`src/rtl/mem_arb_pkg.sv`:
```
// Shared types and constants for the instruction/data RAM arbiter.
// Holds the FSM state encoding, the port ids and the latency counter sizing.
package mem_arb_pkg;

    typedef enum logic [1:0] {
        ST_IDLE   = 2'b00,
        ST_ACCESS = 2'b01,
        ST_DONE   = 2'b10
    } state_t;

    typedef enum logic {
        PORT_INSTR = 1'b0,
        PORT_DATA  = 1'b1
    } port_t;

    localparam int MEM_LAT_MIN = 1;
    localparam int MEM_LAT_MAX = 15;
    localparam int CNT_W       = 4;

    // The counter holds the number of ACCESS cycles still to run after the current one.
    function automatic logic [CNT_W-1:0] lat_load(input int lat);
        if (lat < MEM_LAT_MIN)
            return '0;
        else if (lat > MEM_LAT_MAX)
            return CNT_W'(MEM_LAT_MAX - 1);
        else
            return CNT_W'(lat - 1);
    endfunction

endpackage

```
`src/rtl/mem_latency_counter.sv`:
```
// Loadable down-counter that times the RAM access window.
// zero flags the last ACCESS cycle; the count stops at zero.
module mem_latency_counter
    import mem_arb_pkg::*;
(
    input  logic             clk,
    input  logic             reset,
    input  logic             load,
    input  logic             en,
    input  logic [CNT_W-1:0] load_val,
    output logic             zero
);

    logic [CNT_W-1:0] count;

    always_ff @(posedge clk) begin
        if (reset)
            count <= '0;
        else if (load)
            count <= load_val;
        else if (en && (count != '0))
            count <= count - 1'b1;
    end

    assign zero = (count == '0);

endmodule

```
`src/rtl/memory_access_arbiter.sv`:
```
// Arbitrates the single-port system RAM between instruction fetch and load/store.
// Round-robin on ties, fixed MEM_LAT access window, MOV/MOC four-phase completion.
module memory_access_arbiter
    import mem_arb_pkg::*;
#(
    parameter int MEM_LAT = 2,
    parameter int AW      = 32,
    parameter int DW      = 32
) (
    input  logic          clk,
    input  logic          reset,
    input  logic          i_mov,
    input  logic [AW-1:0] i_addr,
    output logic [DW-1:0] i_rdata,
    output logic          i_moc,
    input  logic          d_mov,
    input  logic          d_rw,
    input  logic [AW-1:0] d_addr,
    input  logic [DW-1:0] d_wdata,
    output logic [DW-1:0] d_rdata,
    output logic          d_moc,
    output logic          mem_en,
    output logic          mem_rw,
    output logic [AW-1:0] mem_addr,
    output logic [DW-1:0] mem_wdata,
    input  logic [DW-1:0] mem_rdata,
    output logic          grant_d
);

    state_t state;
    port_t  port_sel;
    port_t  last_grant;
    port_t  pick;
    logic   gnt_mov;
    logic   cnt_load;
    logic   cnt_zero;

    always_comb begin
        pick = PORT_INSTR;
        if (i_mov && d_mov)
            pick = (last_grant == PORT_INSTR) ? PORT_DATA : PORT_INSTR;
        else if (d_mov)
            pick = PORT_DATA;
    end

    assign gnt_mov  = (port_sel == PORT_DATA) ? d_mov : i_mov;
    assign cnt_load = (state == ST_IDLE) && (i_mov || d_mov);

    mem_latency_counter u_lat_cnt (
        .clk      (clk),
        .reset    (reset),
        .load     (cnt_load),
        .en       (state == ST_ACCESS),
        .load_val (lat_load(MEM_LAT)),
        .zero     (cnt_zero)
    );

    always_ff @(posedge clk) begin
        if (reset) begin
            state      <= ST_IDLE;
            port_sel   <= PORT_INSTR;
            last_grant <= PORT_DATA;
            grant_d    <= 1'b0;
            mem_en     <= 1'b0;
            mem_rw     <= 1'b1;
            mem_addr   <= '0;
            mem_wdata  <= '0;
            i_rdata    <= '0;
            d_rdata    <= '0;
        end else begin
            case (state)
                ST_IDLE: begin
                    if (i_mov || d_mov) begin
                        port_sel   <= pick;
                        last_grant <= pick;
                        grant_d    <= (pick == PORT_DATA);
                        mem_en     <= 1'b1;
                        mem_addr   <= (pick == PORT_DATA) ? d_addr : i_addr;
                        mem_rw     <= (pick == PORT_DATA) ? d_rw : 1'b1;
                        mem_wdata  <= d_wdata;
                        state      <= ST_ACCESS;
                    end
                end
                ST_ACCESS: begin
                    // A dropped request aborts: no capture, no MOC; a write may already have landed.
                    if (!gnt_mov) begin
                        mem_en  <= 1'b0;
                        grant_d <= 1'b0;
                        state   <= ST_IDLE;
                    end else if (cnt_zero) begin
                        if (mem_rw) begin
                            if (port_sel == PORT_DATA)
                                d_rdata <= mem_rdata;
                            else
                                i_rdata <= mem_rdata;
                        end
                        mem_en <= 1'b0;
                        state  <= ST_DONE;
                    end
                end
                ST_DONE: begin
                    if (!gnt_mov) begin
                        grant_d <= 1'b0;
                        state   <= ST_IDLE;
                    end
                end
                default: begin
                    mem_en  <= 1'b0;
                    grant_d <= 1'b0;
                    state   <= ST_IDLE;
                end
            endcase
        end
    end

    // MOC is gated by the requester's MOV so it falls in the same cycle MOV is released.
    assign i_moc = (state == ST_DONE) && (port_sel == PORT_INSTR) && i_mov;
    assign d_moc = (state == ST_DONE) && (port_sel == PORT_DATA) && d_mov;

endmodule

```
`config.mk`:
```
export PLATFORM = sky130hd
export DESIGN_NAME = memory_access_arbiter
export DESIGN_NICKNAME = d
export VERILOG_FILES = /design/src/rtl/mem_arb_pkg.sv /design/src/rtl/mem_latency_counter.sv /design/src/rtl/memory_access_arbiter.sv
export SDC_FILE = /design/constraint.sdc
export NUM_CORES = 1
export LEC_CHECK = 0
export CORE_UTILIZATION = 41
export CTS_BUF_LIST = sky130_fd_sc_hd__clkbuf_2 sky130_fd_sc_hd__clkbuf_4 sky130_fd_sc_hd__clkbuf_8
export DETAILED_ROUTE_END_ITERATION = 10
export PLACE_DENSITY = 0.83
export RECOVER_POWER = 50
export SLEW_MARGIN = 20
export SYNTH_ARGS = -nofsm -noshare
export SYNTH_HDL_FRONTEND = slang
export SYNTH_SLANG_ARGS = --single-unit
export TNS_END_PERCENT = 20
```
`constraint.sdc`:
```
create_clock -name clk -period 2.3 [get_ports clk]
set_input_delay 0.23 -clock clk [delete_from_list [all_inputs] [get_ports clk]]
set_output_delay 0.23 -clock clk [all_outputs]
set_load 0.005 [all_outputs]
```
# After elaboration in Yosys (flattened, before gate mapping)
# Index checks and enable logic that the tools add are counted.
# totals
register_bits	139
out_inout_bits	133
word_cells	61
# op_classes
add_sub_neg	1
n_eq_ne	6
mux	20
bitwise	2
n_reduce_logical	20
# op_table
op	count
32-bit two-way mux	1
1-bit two-way mux	12
5-bit AND reduction	2
2-bit two-way mux	4
1-bit logical AND	7
2-bit one-hot mux with 3 select lines	1
3-bit AND reduction	2
4-bit zero test	1
2-bit inequality test (second input constant)	2
2-bit AND reduction	2
4-bit nonzero test	1
2-bit OR reduction	2
4-bit by 1-bit subtractor with 4-bit output (second input constant)	1
3-bit inequality test (second input constant)	1
1-bit one-hot mux with 3 select lines	1
2-bit by 1-bit equality test with 1-bit output (second input constant)	1
2-bit equality test (second input constant)	1
2-bit zero test	1
2-bit by 1-bit inequality test with 1-bit output (second input constant)	1
1-bit inverter	2
1-bit one-hot mux with 2 select lines	1
2-bit nonzero test	1
1-bit logical OR	1

# Depth between registers and ports, before layout
# depth
ltp_word	4
mapped_depth	8
depth_no_buf	6

# By module
# From an unflattened synthesis, not the netlist that was laid out.
# hier_totals
cells_unflattened	648
hier_area_um2	5572.8
# by_module_without_submodules
module	instances	cells_per_inst	area_per_inst_um2	seq_area_each_um2
memory_access_arbiter	1	619	5310.1	2702.6
mem_latency_counter	1	29	262.8	80.1

# Worst setup path before layout
# No wires, ideal clock.
# synth_timing
kind	reg-to-reg
start	reg u_lat_cnt.count[0]
end	reg mem_en
setup_ns	0.128
arrival_time_ns	1.503
slack_ns	0.669
stages_incl_launch_ff	8
synth_period_minus_slack_ns	1.631
cell_sequence	dfxtp_1 -> inv_1 -> ha_1 -> or3b_1 -> buf_2 -> a311oi_2 -> mux2i_1 -> nor2_1
# synth_between
elab_chain_len	3
# synth_rtl
item	line_no	rtl
start: declaration	mem_latency_counter.sv:14	logic [CNT_W-1:0] count;
start signal: assignment	mem_latency_counter.sv:20	count <= load_val;
start signal: assignment	mem_latency_counter.sv:22	count <= count - 1'b1;
4-bit zero test	mem_latency_counter.sv:25	assign zero = (count == '0);
3-bit inequality test (no line)	-	
3-bit AND reduction (no line)	-	
end signal: assignment	memory_access_arbiter.sv:64	mem_en <= 1'b0;
end signal: assignment	memory_access_arbiter.sv:77	mem_en <= 1'b1;
end signal: assignment	memory_access_arbiter.sv:87	mem_en <= 1'b0;
end: declaration	memory_access_arbiter.sv:22	output logic mem_en,
# No other way between the ends.
# A chain may end at the register's enable or synchronous reset.

# Worst setup path in the final report
# layout_timing
start	in d_mov
end	reg mem_addr[26]
# layout_between
elab_chain_len	3
elab_cells_between_ends	6
# layout_rtl
item	line_no	rtl
start: declaration	memory_access_arbiter.sv:16	input logic d_mov,
1-bit two-way mux or 1-bit logical AND (tied branches)	memory_access_arbiter.sv:42, memory_access_arbiter.sv:40	
1-bit two-way mux	memory_access_arbiter.sv:40	if (i_mov && d_mov)
32-bit two-way mux	memory_access_arbiter.sv:78	mem_addr <= (pick == PORT_DATA) ? d_addr : i_addr;
end signal: assignment	memory_access_arbiter.sv:78	
end: declaration	memory_access_arbiter.sv:24	output logic [AW-1:0] mem_addr,
# Parallel ways exist; a longest one is shown, timed or not.

==> impl_metrics.yaml <==
outcome:
  outcome: "complete, no violations"
placement:
  hpwl_um: 11500
  gp_congestion: 0.8105
  placed_area_mm2: 0.007868
  port_buffers: 265
layout:
  diodes: 0
  fin_util_pct: 69.01
  n_fill_cell: 880
  fin_area_mm2: 0.008324
  syn_to_final_growth_pct: 63.83
  drive_above_1_share_pct: 5.790
  layout.nets: 955
yosys:
  syn_area_mm2: 0.005081
  synth_edf_count: 0
  synth_xor_area_share_pct: 0.5171
  synth_compound_area_share_pct: 17.48
  synthMuxAreaShare_pct: 6.722
  synth_cell_type_count: 34
  synth_fa_ha_area_share_pct: 1.231
  synth_area_per_cell_um2: 9.025
  synth-simple-area-share_pct: 14.85
  yosysWarnings: 0
  syn_nets: 701
  synthCells: 563
  async_reset_ff_share_pct: 0
  ys_ff_latch: 139
  synth_ff_type: "dfxtp_1"
  yosysSeqAreaShare_pct: 54.76
  synth_top_family_by_area: "compound AO/OA/AOI/OAI gates"
timing:
  holdWs_ns: 0.3610
  slew_headroom_pct: 42.52
  rsz0062_at_grt: "no"
  min_period_ns: 2.113
  setup-violations-final: 0
  final_max_slew_viol_count: 0
  worst_pin_slew_ns: 0.8604
  hold_viol_final: 0
  finalClockSkew_ns: 0.007538
  final.setup.tns_ns: 0
  fin_crit_sh_pct: 91.88
  fmax_mhz: 473.2
power:
  max-vdd-ir-drop_mv: 0.4068
  p_leak_uw: 0.003445
  p_per_area_mw_per_mm2: 879.3
global_routing:
  antenna_found_initial: 0
  grt_overflow: 0
  grt_pass1_vias: 4942
  grt_pass1_wl_um: 24000
  grtUsageTotal_pct: 24.33
  grt_max_degree: 69
floorplan:
  rows: 40
  dieHeight_um: 113.3
  die_area_mm2: 0.01284
  die_x_um: 113.3
  core-area_mm2: 0.01206
  boundaryPins: 266
  start_util_pct: 42.13
clock_tree:
  tritoncts: "done"
  clkLatencyLatePin_ns: 0.44
  numCtsBuffers: 17
  cts-htree-levels: 4
  cts_sinks: 139
  cts_root_buf: "clkbuf_8"
  cts_resized: 0
  cts.clk_slew.worst_paths_ns: 0.08
  clockBufferDepth: 2
worst_setup_path:
  worstSetupPathType: "in -> reg"
  crit_path_start_kind: "input pin"
  crit_required_ns: 2.62
  cp-end-kind: "register"
  critical_path_arrival_ns: 2.43
  worstPathMaxFanout: 10
  r2r-start: "last_grant$_SDFFE_PP1P_"
  cp-startpoint: "d_mov"
routing:
  first_iter_violations: 452
  post_drt_wl_per_cell_um: 15.65
  ant_nets: 0
  firstDrtPassIters: 5
  drc: 0
  wl_um: 15600
  vias: 5076
  via_per_inst: 5.091
min_path:
  min-delay-start: "mem_rdata[1]"
  hold_path.class: "in -> reg"
job:
  maxCapViolations: 0
==> cell usage after synthesis, types with 2 or more instances <==
library cell    n  area, um^2
and2_1          2       12.51
nand3_1         3       15.01
o21ai_0        36       180.2
a22o_1         32       280.3
ha_1            5       62.56
nand4_1         2       12.51
buf_2          18       90.09
mux2i_1        33       330.3
and4_1          2       17.52
nor2_1          5       18.77
clkbuf_1       19       71.32
dfxtp_1       139        2783
inv_1           6       22.52
a21oi_1        68       340.3
and3_1          3       18.77
nand2_1       165       619.3
buf_4           5       37.54
xor2_1          2       17.52
a211oi_1        3       22.52
==> worst paths after layout <==
check                               to  slack, ns  cells after the start
min            i_rdata[1]$_SDFFE_PP0P_       0.36                      3
max reg2reg  mem_addr[26]$_SDFFE_PP0P_       0.41                      4
max          mem_addr[26]$_SDFFE_PP0P_       0.19                      5
min reg2reg  mem_addr[24]$_SDFFE_PP0P_       0.45                      2
==> worst max-delay path: stages <==
cell	delay, ns
clkdlybuf4s50_1	0.66
a21boi_1	0.76
clkbuf_2	0.45
mux2i_1	0.22
o21ai_0	0.10
==> metrics by stage <==
stage | instances | setup WS [ns] | total power, uW
3_5_place_dp | 965 | 0.1982 | 5257
3_3_place_gp | 965 | 0.3169 | 5184
2_1_floorplan | 563 | 0.6693 | 3995
6_report | 997 | 0.1867 | 7320
5_1_grt | 997 | 0.08154 | 7674
4_1_cts | 997 | 0.1048 | 7535
==> flip-flops by register name, summed over array words and instances, names as in the netlist <==
signal,flops
port_sel,1
state,2
mem_addr,32
u_lat_cnt.count,4
mem_en,1
grant_d,1
mem_rw,1
d_rdata,32
mem_wdata,32
last_grant,1
i_rdata,32
==> routing by layer <==
metal / vias up / global-route usage [%] / wire length, um
met5: - / 0 / 0
met4: 0 / 12.28 / 498
met3: 44 / 8.570 / 1371
met2: 260 / 43.56 / 8028
met1: 2352 / 25.13 / 5704
li1: 2420 / - / -
==> cell usage in the layout, fill, tap and decap left out, types with 6 or more instances in the layout <==
cell | Yosys | final
a22o_1 | 32 | 32
dfxtp_1 | 139 | 139
o21ai_0 | 36 | 35
dlygate4sd3_1 | 0 | 131
a21oi_1 | 68 | 68
nand2_1 | 165 | 165
mux2i_1 | 33 | 33
clkdlybuf4s50_1 | 0 | 134
buf_4 | 5 | 9
clkbuf_8 | 0 | 19
inv_1 | 6 | 6
==> kinds of logic (layout without fill, tap and decap cells) <==
group / after synthesis / after routing
AND/OR/NAND/NOR: 187 / 187
AO/OA/AOI/OAI: 146 / 146
adder cells (fa/ha/maj): 5 / 5
XOR/XNOR: 3 / 3
flip-flops: 139 / 139
multiplexers: 34 / 34
buffers and inverters: 49 / 315
==> timing repair <==
| item | 4_1_cts | 5_1_grt |
|---|---|---|
| hold endpoints to repair | 1 | 0 |
| setup buffers | 0 | 0 |
| hold buffers | 1 | 0 |
==> power by group <==
group	switching [uW]	internal [uW]
Clock	896	1360
Combinational	953	1090
Sequential	214	2810
Total	2060	5260
==> cell type report <==
cell class                      instances  area [um^2]  share of cell area, %
Clock buffer                           20        269.0                  3.232
Clock inverter                         11        191.4                  2.300
Inverter                                6        22.52                 0.2706
Multi-Input combinational cell        375         2078                  24.97
Sequential cell                       139         2783                  33.43
Tap cell                              168        210.2                  2.525
Timing Repair Buffer                  278         2770                  33.28
Power figures use the tool's default switching activity.
